==> src/rtl/lc3b_types_pkg.sv <==
// Shared LC-3b core types: the 16-bit word type and the memory-stage
// sequencer phase enum.
package lc3b_types;

  typedef logic [15:0] lc3b_word;

  typedef enum logic {
    FIRST  = 1'b0,
    SECOND = 1'b1
  } mem_seq_phase_t;

  localparam logic [1:0] BE_WORD = 2'b11;
  localparam logic [1:0] BE_LOW  = 2'b01;
  localparam logic [1:0] BE_HIGH = 2'b10;

endpackage

==> src/rtl/mem_stage_sequencer_lane.sv <==
// Byte-lane helper: aligns the access address and produces the byte
// enables. Only a byte store keeps addr[0] and narrows the enables.
module mem_byte_lane
  import lc3b_types::*;
(
  input  lc3b_word   addr_i,
  input  logic       in_byte_i,
  output lc3b_word   aligned_addr_o,
  output logic [1:0] byte_enable_o
);

  // Address alignment and lane-enable decode
  always_comb begin
    aligned_addr_o = {addr_i[15:1], in_byte_i & addr_i[0]};
    if (in_byte_i) begin
      byte_enable_o = addr_i[0] ? BE_HIGH : BE_LOW;
    end else begin
      byte_enable_o = BE_WORD;
    end
  end

endmodule

==> src/rtl/mem_stage_sequencer.sv <==
// Memory-stage access sequencer: single or two-phase (LDI/STI) data memory
// accesses with a pipeline stall. Optional counters under MEM_SEQ_PERF_EN.
module mem_stage_sequencer
  import lc3b_types::*;
(
  input  logic       clk,
  input  logic       rst,
  input  logic       req_valid,
  input  logic       ctrl_mem_read,
  input  logic       ctrl_mem_write,
  input  logic       ctrl_in_indirect,
  input  logic       ctrl_in_sti,
  input  logic       ctrl_in_byte,
  input  lc3b_word   req_addr,
  input  lc3b_word   req_wdata,
  input  logic       mem_resp,
  input  lc3b_word   mem_rdata,
  output logic       dmem_read,
  output logic       dmem_write,
  output lc3b_word   dmem_address,
  output lc3b_word   dmem_wdata,
  output logic [1:0] dmem_byte_enable,
  output lc3b_word   load_data,
  output logic       mem_stall,
  output logic       mem_done
`ifdef MEM_SEQ_PERF_EN
  ,
  output logic [31:0] perf_stall_cycles,
  output logic [31:0] perf_accesses
`endif
);

  mem_seq_phase_t phase_q, phase_d;
  lc3b_word       ind_addr_q, ind_addr_d;
  logic           pending_s;
  logic           byte_store_s;
  lc3b_word       lane_addr_in_s, lane_addr_s;
  logic [1:0]     lane_be_s;

  // Gating with rst drops any request the instant reset asserts.
  assign pending_s    = req_valid & (ctrl_mem_read | ctrl_mem_write) & ~rst;
  assign byte_store_s = pending_s & ctrl_in_byte & ctrl_mem_write & ~ctrl_mem_read
                        & ~ctrl_in_indirect & (phase_q == FIRST);
  assign lane_addr_in_s = (phase_q == SECOND) ? ind_addr_q : req_addr;

  mem_byte_lane u_lane (
    .addr_i         (lane_addr_in_s),
    .in_byte_i      (byte_store_s),
    .aligned_addr_o (lane_addr_s),
    .byte_enable_o  (lane_be_s)
  );

  // Phase and pointer state registers
  always_ff @(posedge clk or posedge rst) begin
    if (rst) begin
      phase_q    <= FIRST;
      ind_addr_q <= 16'h0000;
    end else begin
      phase_q    <= phase_d;
      ind_addr_q <= ind_addr_d;
    end
  end

  // Next-state logic
  always_comb begin
    phase_d    = phase_q;
    ind_addr_d = ind_addr_q;
    case (phase_q)
      FIRST: begin
        if (pending_s & ctrl_in_indirect & mem_resp) begin
          phase_d    = SECOND;
          ind_addr_d = {mem_rdata[15:1], 1'b0};
        end else begin
          phase_d = FIRST;
        end
      end
      SECOND: begin
        if (mem_resp) begin
          phase_d = FIRST;
        end else begin
          phase_d = SECOND;
        end
      end
      default: phase_d = FIRST;
    endcase
  end

  // Mealy request, handshake and stall outputs
  always_comb begin
    dmem_read        = 1'b0;
    dmem_write       = 1'b0;
    dmem_address     = 16'h0000;
    dmem_wdata       = 16'h0000;
    dmem_byte_enable = BE_WORD;
    load_data        = 16'h0000;
    mem_done         = 1'b0;
    case (phase_q)
      FIRST: begin
        if (pending_s) begin
          dmem_address     = lane_addr_s;
          dmem_byte_enable = lane_be_s;
          if (ctrl_in_indirect) begin
            dmem_read = 1'b1;
          end else begin
            dmem_read  = ctrl_mem_read;
            dmem_write = ctrl_mem_write & ~ctrl_mem_read;
          end
          mem_done = mem_resp & ~ctrl_in_indirect;
        end else begin
          mem_done = 1'b0;
        end
      end
      SECOND: begin
        dmem_address     = lane_addr_s;
        dmem_byte_enable = lane_be_s;
        if (ctrl_in_sti) begin
          dmem_write = 1'b1;
        end else begin
          dmem_read = 1'b1;
        end
        mem_done = mem_resp;
      end
      default: mem_done = 1'b0;
    endcase
    if (dmem_write) begin
      dmem_wdata = req_wdata;
    end else begin
      dmem_wdata = 16'h0000;
    end
    if (mem_done) begin
      load_data = mem_rdata;
    end else begin
      load_data = 16'h0000;
    end
    mem_stall = pending_s & ~mem_done;
  end

`ifdef MEM_SEQ_PERF_EN
  logic [31:0] perf_stall_q, perf_acc_q;

  // Free-running stall and access counters, wrap naturally
  always_ff @(posedge clk or posedge rst) begin
    if (rst) begin
      perf_stall_q <= 32'd0;
      perf_acc_q   <= 32'd0;
    end else begin
      perf_stall_q <= perf_stall_q + {31'd0, mem_stall};
      perf_acc_q   <= perf_acc_q + {31'd0, mem_resp & (dmem_read | dmem_write)};
    end
  end

  assign perf_stall_cycles = perf_stall_q;
  assign perf_accesses     = perf_acc_q;
`endif

endmodule

==> config.mk <==
export PLATFORM = sky130hd
export DESIGN_NAME = mem_stage_sequencer
export DESIGN_NICKNAME = d
export VERILOG_FILES = /design/src/rtl/lc3b_types_pkg.sv /design/src/rtl/mem_stage_sequencer_lane.sv /design/src/rtl/mem_stage_sequencer.sv
export SDC_FILE = /design/constraint.sdc
export NUM_CORES = 1
export LEC_CHECK = 0
export ABC_AREA = 1
export CORE_MARGIN = 2
export CORE_UTILIZATION = 29
export CTS_CLUSTER_SIZE = 25
export DETAILED_ROUTE_END_ITERATION = 7
export GPL_ROUTABILITY_DRIVEN = 0
export PLACE_DENSITY = 0.77
export SLEW_MARGIN = 10
export SYNTH_ARGS = -nofsm -noshare
export SYNTH_HDL_FRONTEND = slang
export SYNTH_SLANG_ARGS = --single-unit
==> constraint.sdc <==
create_clock -name clk -period 1.4 [get_ports clk]
set_input_delay 0.28 -clock clk [delete_from_list [all_inputs] [get_ports clk]]
set_output_delay 0.28 -clock clk [all_outputs]
set_load 0.01 [all_outputs]
* Word-level counts from Yosys, hierarchy flattened *
Cells that the tools add are included.

word-level totals
  output and inout port bits = 54
  latch bits = 0
  word-level logic and storage cells = 44
  memories = 0
  ROM bits = 0
  bits in writable memories = 0
  register bits = 16

cells by class
  $lt $le $gt $ge = 0
  shifts and indexed selects = 0
  eq/ne operators = 0
  reductions and logical operators = 1
  add/subtract/negate cells = 0
  div/mod/pow operators = 0
  muxes and demuxes = 22
  bitwise logic cells = 19
  $mul = 0

operator list
  operator                             number
  2-to-1 mux 16 bit                    4
  one-hot mux 16 bit (2 select lines)  1
  AND 1 bit                            13
  2-to-1 mux 1 bit                     9
  one-hot mux 1 bit (2 select lines)   4
  2-to-1 mux 2 bit                     3
  NOT 1 bit                            5
  one-hot mux 2 bit (2 select lines)   1
  AND reduction 2 bit                  1
  OR 1 bit                             1

* Logic depth before layout (Yosys ltp) *
Gate-level depths: netlist (run 1).

  depth in word-level cells = 11
  depth in mapped cells = 8

* Cells and area by module *
Synthesis (run 1) repeated with hierarchy kept, for this count alone.

unflattened totals
  cells, all modules = 270
  area, all modules = 1680.4 um^2

by module, submodules not included
  module               cells each  area each (um^2)  instances
  mem_stage_sequencer  251         1550.2            1
  mem_byte_lane        19          130.1             1

* Least setup slack after synthesis (run 1) *
OpenSTA, ideal clock, no wires.

  path kind = reg-to-output
  start = reg phase_q
  end = out dmem_wdata[10]
  setup slack = -0.109 ns
  stages on the path, launching flop included = 6
  arrival time = 1.229 ns
  path buffers = 2
  cells stage by stage = dfrtp_1 > buf_6 > inv_2 > nand4_4 > buf_6 > a21boi_0

on the way
  word-level cells in the longest chain between the ends = 3

ends and longest elaborated chain
  element                                 line                        RTL
  from (decl)                             mem_stage_sequencer.sv:33   mem_seq_phase_t phase_q, phase_d;
  from (signal assigned)                  mem_stage_sequencer.sv:59   phase_q <= phase_d;
  NOT 1 bit (no line)                     -
  one-hot mux 1 bit (2 select lines) (*)  mem_stage_sequencer.sv:97   case (phase_q)
  2-to-1 mux 16 bit (*)                   mem_stage_sequencer.sv:125  if (dmem_write) begin
  to (decl)                               mem_stage_sequencer.sv:21   output lc3b_word dmem_wdata,

Every way passes the cells marked *; elsewhere a longest branch is shown, timed or not.

* Worst setup path in the final report (run 1) *
  start = reg phase_q
  end = out dmem_wdata[2]

The elaborated chain is that of the path after synthesis.

==> results.md, run 1 <==
- Final setup violation count: 70
- Root Buffer: clkbuf_8
- CTS Buf Count: 3
- RSZ-0062 raised after global routing: yes
- Total gr overflow: 0
- All-Layer GR Usage: 0.191
- Site row count: 24
- Area growth syn-to-layout: 140%
- Req. time, crit path: about 1100 ps
- CTS tree: built
- CP Max Fanout: 6
- MaxCap Viol Count: 0
- Slew headroom: 0.767
- TritonCTS sink count: 16
- Nets@finish: approximately 420
- I/O Buffers: 110
- FF-to-FF path depth: 8
- CP cell instances: clkinv_4 -> nand4_4 -> buf_4 -> buf_6 -> a21boi_1 -> buf_2
- Delay-heaviest family, CP: buffers and inverters
- # hold bufs at CTS: 0
- Slew Viols, Final: 0
- Initial antenna violation count: 0
- Cells after Synth: about 200
- Fill count: about 350
- Sequential element share of the synthesized area: 0.306
- VDD IR max: around 0.4 mV
- Post-Syn Area: around 0.0013 mm2
- Area of the multi-input gates: between 0.001 and 0.0015 mm2
- Placeable Area: around 0.0044 mm2
- Util after Layout: 0.721
- I/O Pins: between 100 and 150
- Final worst path period need: around 1700 ps
- Post-synth cell types: 19
- Leakage: about 0.0017 uW
- Longest Clk Path Bufs: 2
- H-tree depth: 1
- Die ar.: ~0.0051 mm2
- Crit. End Element: primary output
- Vias: 1,958
- DRT iter0 DRCs: 37
- Ys Warns: 0
- WL per Instance: 14.0 um
- # DRC: 0
- Endpoints failing hold: 0
- Die width: 71.1 um
- DP Worst Slack: -989 ps
- Hold Path Class: input port to asynchronous set/reset pin
- Final worst slack: -349 ps
- PD cells: 570 mW/mm2
- Tot Pwr: 1790 uW
- Seq cells post-synth: 16
- Layout cells sized above 1: 0.563
- Crit path max-delay cell type: dfrtp_2
- Crit path launch: phase_q$_DFF_PP0_
- Largest net degree at the start of global routing: 18
- Via density: around 4.7
- Outcome: complete, but fails checks
- Worst-Margin Slew: 349 ps
- Antenna-violating nets left: 0
- Setup CP Type: flip-flop to primary output
- Commonest non-fill, non-tap cell in the layout: buf_2
- Critical Path AT: ~1500 ps
- R2r startpoint: phase_q$_DFF_PP0_
- Worst Skew: about 0.56 ps
- Initial cell density of the core: 0.300
- Flop2flop setup slack: -200 ps
- Worst Setup Start Kind: flip-flop
- Commonest non-fill, non-tap cells in the layout: buf_2, clkdlybuf4s50_1, nand2_1, buf_4, inv_1
- Worst-path clk slew: roughly 60 ps
- Skew-Pair Late Insertion Delay: approximately 240 ps
- Fin crit share: 1.25
- Syn_area_per_cell: 6.47 um2
- Net Count, Synth: approximately 260
- Wirelength, routed: 5830 um
- CP max stage delay: about 430 ps
- CP Buf/Inv Count: 4
- Die Ht: about 71 um
- First-pass GRT wire length: roughly 8000 um
- Vias in the first global route: around 1,800
- Drt pass-1 iters: 4
- Failing checks: setup timing
- Fmax achieved: between 500 and 600 MHz
- Reg2Reg Capture Point: ind_addr_q[7]$_DFFE_PP0P_
- ANT cells: 0
- Post-detail-place hpwl: about 3600 um
- FF+latch area: around 400 um2
==> worst register-to-register path, cell delays in order, from the launching register on <==
cell,delay [ps]
dfrtp_2,430
buf_6,140
buf_12,130
buf_6,110
nor3_4,250
buf_6,170
buf_8,140
nand3_2,80
nand2_1,90
==> timing repair <==
action / CTS / global route
resized for setup: 244 / 130
setup buffers: 13 / 14
setup endpoints to repair: 70 / 70
cloned: 2 / 5
pin swaps: 16 / 33
==> final cells by class <==
type	instances	area share
Tap cell	52	0.0207
Sequential cell	16	0.128
Inverter	28	0.0351
Multi-Input combinational cell	149	0.335
Timing Repair Buffer	168	0.469
Clock buffer	3	0.0132
==> logic make-up after synthesis <==
kind of cell / after synthesis / synth area share
simple gates: 113 / 0.381
buf+inv: 39 / 0.150
compound gates: 34 / 0.163
flops: 16 / 0.306
==> synthesized netlist by cell type <==
library cell | instances | area [um2]
buf_6 | 6 | 67.6
nand4_4 | 1 | 21.3
buf_4 | 1 | 7.51
nand2_1 | 69 | 259
inv_1 | 25 | 93.8
nor3_1 | 1 | 5.00
o211ai_1 | 1 | 7.51
o21ai_0 | 17 | 85.1
nand2_4 | 1 | 11.3
a21boi_0 | 16 | 120
nor2_1 | 20 | 75.1
inv_2 | 3 | 11.3
dfrtp_1 | 16 | 400
nand3_1 | 16 | 80.1
nor2_4 | 1 | 11.3
nor3_4 | 1 | 16.3
clkbuf_1 | 3 | 11.3
buf_2 | 1 | 5.00
nand2_2 | 3 | 18.8
==> how the worst max path moves through the flow <==
stage          slack, ps  cells after the start              to
5_1_grt             -400                      6  dmem_wdata[10]
3_5_place_dp        -990                      5   dmem_wdata[5]
4_1_cts             -360                      6  dmem_wdata[11]
2_1_floorplan        -20                      5  dmem_wdata[10]
6_report            -350                      6   dmem_wdata[2]
3_3_place_gp        -890                      5   dmem_wdata[6]
==> registers in the layout, indices dropped and copies added, names as in the netlist <==
| signal | cells |
|---|---|
| ind_addr_q | 15 |
| phase_q | 1 |
==> where the power goes <==
part           switching, uW  internal (uW)  leakage (uW)
Clock                    140            190     0.0000216
Sequential              88.7            564      0.000202
Combinational            363            444       0.00144
==> metal layers <==
metal / GRT usage / wire length [um]
met4: 0.0482 / 48
met5: 0 / 0
met3: 0.0256 / 435
met1: 0.220 / 2230
met2: 0.366 / 3110
==> stage by stage <==
stage	setup TNS [ps]	cell area (um2)	instances	hold WS, ps
floorplan	-155	1320	202	194
global placement	-49470	2630	381	454
detailed placement	-51820	2630	381	458
CTS	-12360	2640	398	172
global route	-18340	3140	416	106
finish	-15210	3140	416	73.5
Note: power is estimated with default switching activity, not from simulation.
==> run 2: changes to the inputs <==
- CORE_MARGIN: 2 -> not set
- CORE_UTILIZATION: 29 -> 30
- CTS_BUF_LIST: not set -> sky130_fd_sc_hd__clkbuf_2 sky130_fd_sc_hd__clkbuf_4 sky130_fd_sc_hd__clkbuf_8
- PLACE_DENSITY: 0.77 -> 0.76
- clock period: 1.4 -> 2 ns (I/O delays scaled with it)
==> run 2 against run 1 <==
Against the previous run:
- the flow now finishes without violations
- largest cell class unchanged
- critical path type is now input port to primary output
- non-clock buffer count decreased by 41
- combinational power fell by 50%
- critical path depth is 1 lower
==> results.md, run 2 (synthesis gave the netlist of run 1 again) <==
- H-tree depth: 1
- Outcome: finished clean
- Placeable Area: ~0.004 mm2
- WL per Instance: roughly 12 um
- Layout cells sized above 1: 0.222
- CTS tree: built
- CP cell instances: clkdlybuf4s50_1 -> nand2_1 -> buf_12 -> a21boi_1 -> clkdlybuf4s15_1
- # DRC: 0
- Root Buffer: clkbuf_8
- CTS Buf Count: 3
- Delay-heaviest family, CP: buffers and inverters
- Largest regs: ind_addr_q x15, phase_q x1
- I/O Buffers: between 100 and 150
- Hold Path Class: input port to asynchronous set/reset pin
- Area growth syn-to-layout: 93.3%
- Commonest non-fill, non-tap cell in the layout: nand2_1
- MaxCap Viol Count: 0
- Setup CP Type: input port to primary output
- Commonest non-fill, non-tap cells in the layout: nand2_1, clkdlybuf4s50_1, inv_1, dlygate4sd2_1, buf_2
- Slew Viols, Final: 0
- Worst-path clk slew: 60 ps
- Fin crit share: 0.964
- Endpoints failing hold: 0
- Fin cells: 374
- Fmax achieved: 519 MHz
- CP max stage delay: roughly 470 ps
- Met1 usage: 0.224
- First-pass GRT wire length: slightly below 7000 um
- Worst Setup Start Kind: input port
- Total gr overflow: 0
- Vias: ~1,700
- Met2 GRT Util: 0.374
- CP Max Fanout: 17
- Max reg flops: 15
- TritonCTS sink count: 16
- Final setup violation count: 0
- Placed cell area: between 0.002 and 0.0025 mm2
- Antenna-violating nets left: 0
- Wirelength, routed: around 4500 um
- Util after Layout: 0.618
- Post-detail-place hpwl: between 3000 and 4000 um
- VDD IR max: between 0.3 and 0.4 mV
- PD cells: 445 mW/mm2
- Site row count: 23
- Global route hottest layer: met2
- Initial antenna violation count: 0
- Worst-Margin Slew: between 600 and 700 ps
- Crit. End Element: primary output
- Most flop-heavy register: ind_addr_q
- I/O Pins: roughly 110
- Drt pass-1 iters: 4
- Longest Clk Path Bufs: 2
- Largest net degree at the start of global routing: 20
- Final instance area: ~0.0025 mm2
- Nets@finish: around 380
- Vias in the first global route: 1,544
- RSZ-0062 raised after global routing: yes
- All-Layer GR Usage: 0.198
- Critical Path AT: between 1500 and 2000 ps
- Skew-Pair Late Insertion Delay: about 250 ps
- Die Ht: 68.0 um
- Inst Count DP: approximately 360
- Crit path max-delay cell type: clkdlybuf4s50_1
- Slew headroom: 0.582
- Req. time, crit path: around 1600 ps
- Initial cell density of the core: 0.320
- CP Buf/Inv Count: 3
- Leakage: between 0.001 and 0.0015 uW
- Final worst path period need: 1930 ps
- Worst Skew: between 0.5 and 0.6 ps
- ANT cells: 0
- Die ar.: approximately 0.0046 mm2
- DRT iter0 DRCs: 19
- Via density: roughly 4.6
- Die width: 68.0 um
- # hold bufs at CTS: 0
- Met3 Usage GRT: 0.0233
-- run 2: changes by cell type in the layout (fill, tap and decap cells not counted), sizes merged --
cell,before,now
dlygate4sd2,1,20
clkdlybuf4s15,0,10
dlymetal6s2s,0,1
clkbuf,12,14
buf,108,36
nand4,1,3
nand2,75,73
-- run 2: path summary, 6_finish.rpt --
| check | startpoint | to | slack [ps] | depth (start not counted) |
|---|---|---|---|---|
| setup / recovery | ctrl_in_sti | dmem_wdata[11] | 70 | 5 |
| hold / removal | rst | phase_q$_DFF_PP0_ | 240 | 2 |
| setup reg to reg | phase_q$_DFF_PP0_ | ind_addr_q[2]$_DFFE_PP0P_ | 630 | 5 |
| hold reg to reg | ind_addr_q[3]$_DFFE_PP0P_ | ind_addr_q[3]$_DFFE_PP0P_ | 470 | 2 |
| max in group asynchronous | rst | ind_addr_q[9]$_DFFE_PP0P_ | 1360 | 2 |
| min in group clk | ind_addr_q[3]$_DFFE_PP0P_ | ind_addr_q[3]$_DFFE_PP0P_ | 470 | 2 |
-- run 2: layout make-up --
cell class / count / area, um2
Tap cell: 50 / 62.6
Clock buffer: 4 / 55.1
Inverter: 28 / 110
Sequential cell: 16 / 400
Multi-Input combinational cell: 149 / 788
Fill cell: 422 / 1560
Timing Repair Buffer: 127 / 1110
-- run 2: through the flow --
| step | setup slack (ps) | TNS, ps | hold slack [ps] | power (uW) |
|---|---|---|---|---|
| final | 73.0 | 0 | 240 | 1120 |
| after global routing | -28.9 | -50.8 | 303 | 1210 |
| after CTS | 15.9 | 0 | 434 | 1130 |
| after detailed placement | -528 | -25850 | 459 | 844 |
| after global placement | -500 | -24820 | 457 | 835 |
| after floorplan | 371 | 0 | 314 | 606 |
-- run 2: power by group --
part           internal, uW  switching [uW]  total (uW)  leakage, uW
Combinational           214             188         402      0.00116
Clock                   175             115         289    0.0000288
Sequential              394            39.4         433     0.000203
Total                   783             342        1120      0.00139
-- run 2: metal layers --
metal | wire length (um) | part of all wire | up-vias
met5 | 0 | 0 | -
met2 | 2280 | 0.50 | 65
met4 | 63 | 0.014 | 0
met1 | 1760 | 0.39 | 757
met3 | 436 | 0.096 | 5
li1 | - | - | 879
-- run 2: timing repair --
action / CTS / global route
pin swaps: 7 / 4
endpoints found under the setup margin: 54 / 33
cloned: 2 / 0
gates resized for setup: 148 / 36
buffers inserted: 7 / 0
==> run 3: changes to the inputs <==
- CAP_MARGIN: not set -> 30
- GPL_TIMING_DRIVEN: not set -> 1
==> results of run 3 <==
Final layout, timing and power as in run 2 (identical DEF).
